===== config.mk =====
export PLATFORM = sky130hd
export DESIGN_NAME = clock_set_ctrl
export DESIGN_NICKNAME = d
export VERILOG_FILES = /design/src/rtl/clock_set_ctrl.sv
export SDC_FILE = /design/constraint.sdc
export NUM_CORES = 1
export LEC_CHECK = 0
export BUFFER_PORTS_ARGS = -buffer_cell sky130_fd_sc_hd__buf_2
export CORE_MARGIN = 10
export CORE_UTILIZATION = 57
export CTS_BUF_LIST = sky130_fd_sc_hd__clkbuf_8
export CTS_CLUSTER_DIAMETER = 80
export CTS_CLUSTER_SIZE = 8
export DETAILED_ROUTE_END_ITERATION = 10
export PLACE_DENSITY_LB_ADDON = 0.15
export SYNTH_ARGS = -nofsm -noshare
export SYNTH_HDL_FRONTEND = slang
export SYNTH_SLANG_ARGS = --single-unit

===== constraint.sdc =====
create_clock -name clk -period 6.3 [get_ports clk]
set_input_delay 0.945 -clock clk [delete_from_list [all_inputs] [get_ports clk]]
set_output_delay 0.945 -clock clk [all_outputs]
set_load 0.01 [all_outputs]

===== src/rtl/clock_set_ctrl.sv =====
// clock_set_ctrl: time-set controller for the real-time clock datapath.
// It freezes the hour/minute/second counters, lets the user edit a shadow
// copy of the time with three push-buttons, and then commits the edit with a
// single-cycle parallel-load strobe.
//
// Ports:
//   clk, reset        system clock, asynchronous active-low reset
//   tick              one-cycle pulse per centisecond
//   btn_mode/inc/dec  synchronous active-high button levels
//   cur_hora/min/seg  current clock time (frozen while editing)
//   run_en            1 = clock counters run, 0 = frozen
//   load              one-cycle strobe: counters take load_*
//   load_hora/min/seg shadow time, meaningful only while load=1
//   edit_field        state register: 0 RUN, 1 hours, 2 minutes, 3 seconds
//   blink             blink enable for the field under edit
//
// Handshake: there is no valid/ready pair here. load is a single-cycle
// strobe that the counters must accept unconditionally in that cycle.
module clock_set_ctrl #(
   parameter int REPEAT_DELAY = 50,
   parameter int REPEAT_RATE  = 10,
   parameter int TIMEOUT      = 1000,
   parameter int BLINK_HALF   = 25
) (
   input  logic       clk,
   input  logic       reset,
   input  logic       tick,
   input  logic       btn_mode,
   input  logic       btn_inc,
   input  logic       btn_dec,
   input  logic [4:0] cur_hora,
   input  logic [5:0] cur_min,
   input  logic [5:0] cur_seg,
   output logic       run_en,
   output logic       load,
   output logic [4:0] load_hora,
   output logic [5:0] load_min,
   output logic [5:0] load_seg,
   output logic [1:0] edit_field,
   output logic       blink
);

   typedef enum logic [1:0] {
      RUN   = 2'd0,
      SET_H = 2'd1,
      SET_M = 2'd2,
      SET_S = 2'd3
   } state_t;

   localparam int RW = (REPEAT_DELAY < 2) ? 1 : $clog2(REPEAT_DELAY + 1);
   localparam int TW = (TIMEOUT < 2)      ? 1 : $clog2(TIMEOUT + 1);
   localparam int BW = (BLINK_HALF < 2)   ? 1 : $clog2(BLINK_HALF + 1);

   state_t        state;
   logic          mode_prev, inc_prev, dec_prev;
   logic [RW-1:0] rep_cnt;
   logic [TW-1:0] to_cnt;
   logic [BW-1:0] blink_cnt;
   logic [4:0]    sh_hora;
   logic [5:0]    sh_min, sh_seg;

   logic mode_e, inc_e, dec_e, any_e;
   logic one_held, auto_step, step_up, step_dn, timeout_hit;

   // Wrapping +/-1 on a field whose legal range is 0..max.
   function automatic logic [5:0] wrap_step(input logic [5:0] v,
                                            input logic [5:0] max,
                                            input logic       up);
      if (up) wrap_step = (v == max)   ? 6'd0 : v + 6'd1;
      else    wrap_step = (v == 6'd0)  ? max  : v - 6'd1;
   endfunction

   assign mode_e   = btn_mode & ~mode_prev;
   assign inc_e    = btn_inc  & ~inc_prev;
   assign dec_e    = btn_dec  & ~dec_prev;
   assign any_e    = mode_e | inc_e | dec_e;
   assign one_held = btn_inc ^ btn_dec;

   // Repeat step fires on the tick that brings the counter to REPEAT_DELAY;
   // the counter is then rewound by REPEAT_RATE so later steps are RATE apart.
   assign auto_step = one_held & ~inc_e & ~dec_e & tick &
                      (rep_cnt == RW'(REPEAT_DELAY - 1));
   // Holding both buttons blocks stepping; a mode edge discards the step.
   assign step_up = ~mode_e & ~btn_dec & (inc_e | (auto_step & btn_inc));
   assign step_dn = ~mode_e & ~btn_inc & (dec_e | (auto_step & btn_dec));
   assign timeout_hit = tick & ~any_e & (to_cnt == TW'(TIMEOUT - 1));

   always_ff @(posedge clk or negedge reset) begin
      if (!reset) begin
         state     <= RUN;
         mode_prev <= 1'b0;
         inc_prev  <= 1'b0;
         dec_prev  <= 1'b0;
         rep_cnt   <= '0;
         to_cnt    <= '0;
         blink_cnt <= '0;
         blink     <= 1'b0;
         load      <= 1'b0;
         sh_hora   <= '0;
         sh_min    <= '0;
         sh_seg    <= '0;
      end else begin
         mode_prev <= btn_mode;
         inc_prev  <= btn_inc;
         dec_prev  <= btn_dec;
         load      <= 1'b0;
         if (state == RUN) begin
            rep_cnt   <= '0;
            to_cnt    <= '0;
            blink_cnt <= '0;
            blink     <= 1'b0;
            if (mode_e) begin
               sh_hora <= cur_hora;
               sh_min  <= cur_min;
               sh_seg  <= cur_seg;
               state   <= SET_H;
               blink   <= 1'b1;
            end
         end else if (mode_e) begin
            rep_cnt   <= '0;
            to_cnt    <= '0;
            blink_cnt <= '0;
            blink     <= (state != SET_S);
            case (state)
               SET_H:   state <= SET_M;
               SET_M:   state <= SET_S;
               default: begin
                  state <= RUN;
                  load  <= 1'b1;
               end
            endcase
         end else if (timeout_hit) begin
            // Abort: shadow is simply never loaded, counters resume as-is.
            state     <= RUN;
            rep_cnt   <= '0;
            to_cnt    <= '0;
            blink_cnt <= '0;
            blink     <= 1'b0;
         end else begin
            if (step_up || step_dn) begin
               case (state)
                  SET_H:   sh_hora <= 5'(wrap_step({1'b0, sh_hora}, 6'd23, step_up));
                  SET_M:   sh_min  <= wrap_step(sh_min, 6'd59, step_up);
                  default: sh_seg  <= wrap_step(sh_seg, 6'd59, step_up);
               endcase
            end
            if (!one_held || inc_e || dec_e)
               rep_cnt <= '0;
            else if (tick)
               rep_cnt <= auto_step ? RW'(REPEAT_DELAY - REPEAT_RATE)
                                    : rep_cnt + 1'b1;
            if (any_e)
               to_cnt <= '0;
            else if (tick)
               to_cnt <= to_cnt + 1'b1;
            if (tick) begin
               if (blink_cnt == BW'(BLINK_HALF - 1)) begin
                  blink_cnt <= '0;
                  blink     <= ~blink;
               end else begin
                  blink_cnt <= blink_cnt + 1'b1;
               end
            end
         end
      end
   end

   assign run_en     = (state == RUN);
   assign edit_field = state;
   assign load_hora  = sh_hora;
   assign load_min   = sh_min;
   assign load_seg   = sh_seg;

endmodule


After elaboration in Yosys (flattened, before gate mapping)
Index checks and enable logic that the tools add are counted.

Flip-flop bits (word level): 45. Input port bits: 23. Output and inout bits: 22. Logic and storage cells: 143.

$add $sub $neg: 9. Equal/unequal tests: 13. Mux-type cells: 57. Bitwise operators: 30. Reductions and logical operators: 22.

Operators by type and width (count): $mux W6 (24); $mux W5 (14); $mux W10 (5); $add A6 B1 Y6 const B (3); $eq A6 B6 Y1 const B (3); $and A1 B1 Y1 (15); $reduce_and A5 Y1 (3); $logic_not A6 Y1 (2); $sub A6 B1 Y6 const B (2); $add A10 B1 Y10 const B (1); $add A5 B1 Y5 const B (2); $eq A10 B10 Y1 const B (1); $eq A5 B5 Y1 const B (2); $not A1 Y1 (10); $reduce_bool A5 Y1 (2); $mux W1 (9); $mux W2 (4); $reduce_bool A2 Y1 (4); $reduce_bool A4 Y1 (2); $ne A2 B2 Y1 const B (3); $logic_not A5 Y1 (1); $sub A5 B1 Y5 const B (1); $ne A2 B1 Y1 const B (2); $or A1 B1 Y1 (4); 9 further kinds (12).

Logic depth before layout (Yosys ltp)
Gate-level depths: netlist (run 1).

Depth in word-level cells: 16. Gate-level depth with buffers: 10.

Least setup slack after synthesis (run 1)
No wires, ideal clock.

Path type: input -> register. Start: in tick. End: reg sh_hora[3], in the netlist load_hora[3]. Library setup time: 0.128 ns. Arrival time: 2.245 ns. Slack: 3.927 ns. Cell stages on the path: 5. Buffers on the path: 0. Cells stage by stage: and4bb_1 nand3_1 o31a_1 a41oi_4 mux2_1.

Word-level cells in the longest chain between the ends: 11. Elaborated cells on any way between the ends: 20. Those cells by class: eq/ne: 1; mux: 6; bitwise: 10; reduce/logical: 3.

Ends and longest elaborated chain: start: declaration (line 27) `input logic tick,`; $and A1 B1 Y1 (2 in series) (line 81) `assign auto_step = one_held & ~inc_e & ~dec_e & tick &`; $and A1 B1 Y1 (line 84) `assign step_up = ~mode_e & ~btn_dec & (inc_e | (auto_step & btn_inc));`; $or A1 B1 Y1 (line 84); $and A1 B1 Y1 (line 84); $mux W5 (line 69) `if (up) wrap_step = (v == max) ? 6'd0 : v + 6'd1;`; $mux W5 (line 141) `case (state)`; $mux W5 (line 140) `if (step_up || step_dn) begin`; $mux W5 (line 132) `end else if (timeout_hit) begin`; $mux W5 (line 119) `end else if (mode_e) begin`; $mux W5 (line 107) `if (state == RUN) begin`; end signal: assignment (line 113) `sh_hora <= cur_hora;`; end signal: assignment (line 142) `SET_H: sh_hora <= 5'(wrap_step({1'b0, sh_hora}, 6'd23, step_up));`; end: declaration (line 59) `logic [4:0] sh_hora;`.

Several ways; a longest one is shown, not always the timed one. The select of a mux whose other input is x is not followed. A chain may end at the register's enable or synchronous reset.

Worst setup path in the final report (run 1)
Start: reg state[0], in the netlist edit_field[0]. End: reg sh_min[2], in the netlist load_min[2].

Word-level cells in the longest chain between the ends: 3. Elaborated cells on any way between the ends: 9. Those cells by class: eq/ne: 4; mux: 1; reduce/logical: 4.

Ends and longest elaborated chain: start: declaration (line 54) `state_t state;`; start signal: assignment (line 90) `state <= RUN;`; start signal: assignment (line 116) `state <= SET_H;`; start signal: assignment (line 125) `SET_H: state <= SET_M;`; $eq A2 B2 Y1 or $logic_not A2 Y1 (tied branches) (line 141, 107); $reduce_bool A2 Y1 (no source line), or another cell as far along; $reduce_and A5 Y1 (no source line); end signal: assignment (line 114) `sh_min <= cur_min;`; end signal: assignment (line 143) `SET_M: sh_min <= wrap_step(sh_min, 6'd59, step_up);`; end: declaration (line 60) `logic [5:0] sh_min, sh_seg;`.

Several ways; a longest one is shown, not always the timed one.

==> impl_results.md, run 1 <==
- Status: finished, final reports clean
- DIE AREA: 0.009104 mm²
- Overall power: 1.474 mW
- Area Growth Syn to Fin: 9.726%
- Setup crit end kind: register
- Syn_area_per_cell: 8.833 µm²
- EDFF count, synth: 0
- Commonest non-fill, non-tap cell in the layout: dfrtp_1
- Final routed DRC violation total: 0
- Nets: 441
- Final min period: 2.888 ns
- Hold crit path type: reg -> reg
- Final setup violation count: 0
- CTS Buffer Depth: 2
- Antenna violations before repair: 0
- F_max: 0.3462 GHz
- Routed WL: 7554 µm
- Number of diodes: 0
- Arrival @ worst endpoint: 3.06 ns
- Design area: 0.003557 mm²
- Syn Inst Count: 367
- Slew of the pin with the lowest slew margin: 1.003 ns
- Die width: 95.42 µm
- Largest net degree at the start of global routing: 46
- Cell Chain, Critical Path: inv_1, ha_1, buf_4, nor2_1, o31a_1, a31oi_4, o41ai_1, a211oi_1
- GR Util All Layers: 17.03%
- Largest cells by area after synthesis: dfrtp_1 35%, ha_1 6.9%, a21oi_1 4.0%
- Vias/cell: 6.021
- Post-CTS sizing: 0
- Critical Path Slowest Stage Cell: o31a_1
- Final Slew Violations: 0
- Area of placed instances: 0.003441 mm²
- Final ANT Viol Nets: 0
- Clock root buffer: clkbuf_8
- RSZ-0062 raised after global routing: no
- Static leakage: 1.597 nW
- 1st-iter DRT viols: 107
- Dpl hpwl: 5636 µm
- Seq/Total Area, Yosys: 34.74%
- Setup CP Type: reg -> reg
- I/O Buffers: 44
- Fillers: 484
- Asr flop ratio synth: 100.0%
- Detailed-route wire length per cell: 15.97 µm
- Max incr delay on CP: 0.48 ns
- Worst-path clk slew: 0.08 ns
- Starting Density: 58.87%
- Share of the synthesized area in the top cell type: 34.74%
- Yosys cell types: 64
- Predominant post-synthesis flop cell: dfrtp_1
- Synth area leader: dfrtp_1
- Num rows: 27
- Top Family by Delay on Critical Path: compound AO/OA/AOI/OAI gates
- WHS: 0.5322 ns
- Chip height: 95.42 µm
- Normalized max-slew margin: 33.17%
- Worst path bufs/invs: 2
- Layout cells sized above 1: 15.71%
- Core Area: 0.005507 mm²
- CTS sink count: 45
- Tcrit/Tclk final: 45.85%
- Vias in the first global route: 2712
- Worst EP required: 6.47 ns
- Synthesized area: 0.003242 mm²
- Total CTS buffers: 5
- RePlAce Congestion: 0.9491
- Clk_skew: 0.005337 ns
- Pre-CTS WS: 3.314 ns
- Drt pass-1 iters: 5
- Seq cells post-synth: 45
- Post-CTS Setup Bufs: 0
- Power per cell area: 414.4 mW/mm²
- Hold Fails Final Rpt: 0
- I/O pin total: 45
- Post-Route Setup TNS: 0 ns
- Yosys warning total: 0
- CTS H-tree lvls: 2
- Net Count, Synth: 408
- Largest vdd supply drop: 0.0001944 V
- Final Worst Setup Slack: 3.412 ns
- Number of max-cap violations: 0
- Via count: 2848
- CTS tree: done
- Commonest cells after routing, fill and taps aside: 45 x dfrtp_1, 44 x buf_2, 32 x nor2_1, 31 x nand2_1, 26 x a21oi_1
- Crit path max fanout: 21
- First-pass GRT wire length: 12740 µm
- CP Launch Type: register
- Clk_lat worst skew: 0.29 ns
- Post-cts hold buffer count: 0
- Grt total ovfl: 0
-- power by group --
group          leakage, nW  total (mW)  internal (mW)  switching (mW)
sequential           0.572       0.520          0.369           0.152
combinational        0.963       0.732          0.316           0.416
clock               0.0626       0.222          0.128          0.0944
-- registers in the layout (all words and copies together), names as in the netlist, 2 cells and up --
| signal | cells |
|---|---|
| to_cnt | 10 |
| load_min | 6 |
| load_seg | 6 |
| rep_cnt | 6 |
| blink_cnt | 5 |
| load_hora | 5 |
| edit_field | 2 |
-- cell type report --
class                           count  area [µm²]  area share [%]
Multi-Input combinational cell    281        1914           53.82
Sequential cell                    45        1126           31.66
Timing Repair Buffer               45       227.7           6.402
Tap cell                           72       90.09           2.533
Clock buffer                        6       82.58           2.321
Inverter                           22       82.58           2.321
Clock inverter                      2       33.78          0.9497
-- worst reg2reg max path, cell delays in order (launching register included) --
cell	delay [ns]
dfrtp_1	0.45
inv_1	0.14
ha_1	0.42
buf_4	0.31
nor2_1	0.26
o31a_1	0.48
a31oi_4	0.23
o41ai_1	0.39
a211oi_1	0.09
-- final timing paths --
path	from	endpoint	slack, ns	cells past startpoint
worst max-delay path	edit_field[0]$_DFFE_PN0P_	load_min[2]$_DFFE_PN0P_	3.41	8
worst min-delay path	to_cnt[8]$_DFFE_PN0P_	to_cnt[8]$_DFFE_PN0P_	0.53	1
worst max register to register	edit_field[0]$_DFFE_PN0P_	load_min[2]$_DFFE_PN0P_	3.41	8
worst min register to register	to_cnt[8]$_DFFE_PN0P_	to_cnt[8]$_DFFE_PN0P_	0.53	1
max in group asynchronous	reset	to_cnt[3]$_DFFE_PN0P_	4.87	1
min in group asynchronous	reset	load_seg[2]$_DFFE_PN0P_	0.81	1
-- logic make-up after synthesis --
logic type,synth area share [%]
mux,2.316
flops,34.74
simple gates,22.54
xor+xnor,4.593
compound gates,22.66
buf+inv,6.214
fa+ha+maj,6.947
-- Yosys cell counts (all sizes together) (3+ instances only) --
| master | count |
|---|---|
| o31ai | 3 |
| o21ai | 18 |
| a21o | 4 |
| a22o | 4 |
| ha | 18 |
| and2 | 5 |
| a31oi | 5 |
| nor3 | 10 |
| nand4 | 13 |
| or3 | 4 |
| inv | 22 |
| nand2 | 32 |
| and3 | 5 |
| xor2 | 13 |
| buf | 9 |
| xnor2 | 4 |
| nand2b | 9 |
| a211oi | 7 |
| mux2i | 3 |
| nor2b | 6 |
| clkbuf | 10 |
| nand3 | 14 |
| a21oi | 26 |
| dfrtp | 45 |
| o31a | 4 |
| a22oi | 3 |
| nor2 | 32 |
| a2111oi | 3 |
-- routing by layer --
layer  global-route usage [%]  share of wire [%]
met2                    30.23                 50
met5                        0                  0
met1                    20.86                 44
met3                    3.299                5.7
met4                    3.686               0.95
-- stage by stage --
stage | utilization (%) | cells
final | 64.60 | 473
after global routing | 64.60 | 473
after CTS | 64.60 | 473
after detailed placement | 62.49 | 465
after global placement | 62.49 | 465
after floorplan | - | 367
No activity file was read; power rests on OpenSTA's default activity.
==> run 2: changes to the inputs <==
==> constraint.sdc (replaced) <==
create_clock -name clk -period 2.9 [get_ports clk]
set_input_delay 0.435 -clock clk [delete_from_list [all_inputs] [get_ports clk]]
set_output_delay 0.435 -clock clk [all_outputs]
set_load 0.01 [all_outputs]
==> impl_results.md, run 2 (synthesis gave the netlist of run 1 again) <==
- Number of max-cap violations: 0
- Via count: 2852
- RePlAce Congestion: 0.9108
- 1st-iter DRT viols: 107
- Slew of the pin with the lowest slew margin: 1.007 ns
- Hold Startpoint: btn_mode
- Biggest register: to_cnt
- GR Util All Layers: 17.11%
- CTS tree: done
- Tcrit/Tclk final: 84.19%
- Detailed-route wire length per cell: 15.94 µm
- Grt total ovfl: 0
- Part of the power in registers: 36.0%
- Max FFs per register: 10
- Hold crit path type: in -> reg
- Post-CTS sizing: 0
- Nets: 444
- Drt pass-1 iters: 6
- Power per cell area: 883.5 mW/mm²
- Crit path max fanout: 13
- Clk_skew: 0.009330 ns
- Clock share of power: 12.0%
- Worst-path clk slew: 0.09 ns
- Final routed DRC violation total: 0
- Clock root buffer: clkbuf_8
- Overall power: 3.133 mW
- Commonest non-fill, non-tap cell in the layout: dfrtp_1
- RR Startpoint: edit_field[0]$_DFFE_PN0P_
- CP Launch Type: register
- Largest net degree at the start of global routing: 46
- Final ANT Viol Nets: 0
- Post-Route Setup TNS: 0 ns
- I/O pin total: 45
- Static leakage: 1.598 nW
- Post-cts hold buffer count: 0
- Die width: 95.42 µm
- Final min period: 2.442 ns
- Largest vdd supply drop: 0.0003884 V
- Area Growth Syn to Fin: 9.379%
- Post-CTS Setup Bufs: 0
- Status: finished, final reports clean
- Logic pwr share: 52.0%
- Cell Int Power: 1.677 mW
- Worst setup path start: edit_field[0]$_DFFE_PN0P_
- Chip height: 95.42 µm
- Antenna violations before repair: 0
- Dpl hpwl: 5582 µm
- Arrival @ worst endpoint: 2.63 ns
- Vias in the first global route: 2752
- Normalized max-slew margin: 32.88%
- Worst EP required: 3.08 ns
- Sw Share: 46.46%
- Clk_lat worst skew: 0.30 ns
- Final setup violation count: 0
- Layout cells sized above 1: 16.34%
- Routed WL: 7587 µm
- Placed Cells: 468
- I/O Buffers: 44
- Core Area: 0.005507 mm²
- CTS Buffer Depth: 2
- F_max: 0.4096 GHz
- RSZ-0062 raised after global routing: no
- First-pass GRT wire length: 12910 µm
- Total CTS buffers: 5
- Fillers: 479
- DIE AREA: 0.009104 mm²
- Hold Fails Final Rpt: 0
- Reg2reg setup slack: 0.46 ns
- Setup CP Type: reg -> reg
- CTS sink count: 45
- Commonest cells after routing, fill and taps aside: 45 x dfrtp_1, 44 x buf_2, 32 x nor2_1, 31 x nand2_1, 26 x a21oi_1
- Number of diodes: 0
- Final cell count without fillers: 476
- P_sw: 1.455 mW
- Vias/cell: 5.992
- Starting Density: 58.87%
- Setup crit end kind: register
- Final Slew Violations: 0
- CTS H-tree lvls: 2
- Num rows: 27
## run 2: cell types whose count changed in the layout (fill, tap and decap cells not counted)
cell / change
buf_4: +3
clkinv_2: +2
bufinv_16: -1
clkbuf_8: -1
## run 2: path summary, 6_finish.rpt
path	endpoint	cells past startpoint
worst max-delay path	load_seg[2]$_DFFE_PN0P_	7
worst min-delay path	mode_prev$_DFF_PN0_	1
worst max register to register	load_seg[2]$_DFFE_PN0P_	7
worst min register to register	to_cnt[8]$_DFFE_PN0P_	1
max in group asynchronous	to_cnt[7]$_DFFE_PN0P_	1
min in group asynchronous	load_min[5]$_DFFE_PN0P_	1
## run 2: routing by layer
layer  up-vias  track usage (%)  wire, µm
li1       1408                -         -
met1      1358            22.33      3405
met2        75            28.81      3626
met3        11            2.985       473
met4         0            4.054        82
met5         -                0         0
## run 2: critical path, stage by stage, from the launching register on
cell and delay, ns:
dfrtp_1 0.44, inv_1 0.15, ha_1 0.25, buf_4 0.22
nand2_1 0.10, o2bb2ai_1 0.80, o211ai_1 0.20, o21a_1 0.17
## run 2: area by class of cell
type | count | area [µm²] | area share, %
sequential | 45 | 1126 | 31.76
multi-input combinational | 281 | 1914 | 53.99
tap | 72 | 90.09 | 2.541
clock buffer | 5 | 68.82 | 1.941
clock inverter | 3 | 13.76 | 0.3881
inverter | 22 | 82.58 | 2.329
timing repair buffer | 48 | 250.2 | 7.057
## run 2: through the flow
step / area, µm² / util [%] / hold WS [ns] / setup WS [ns]
floorplan: 3242 / - / 0.1394 / 0.7472
global placement: 3463 / 62.89 / 0.5160 / 0.5260
detailed placement: 3463 / 62.89 / 0.5197 / 0.4135
CTS: 3546 / 64.39 / 0.2585 / 0.4744
global route: 3546 / 64.39 / 0.2620 / 0.2404
finish: 3546 / 64.39 / 0.2648 / 0.4584
## run 2: power by group through the flow
stage | Combinational (mW) | Sequential (mW) | Clock (mW)
floorplan | 1.22 | 1.07 | 0
global placement | 1.61 | 1.12 | 0
detailed placement | 1.63 | 1.13 | 0
CTS | 1.63 | 1.12 | 0.385
global route | 1.84 | 1.18 | 0.410
finish | 1.63 | 1.13 | 0.375
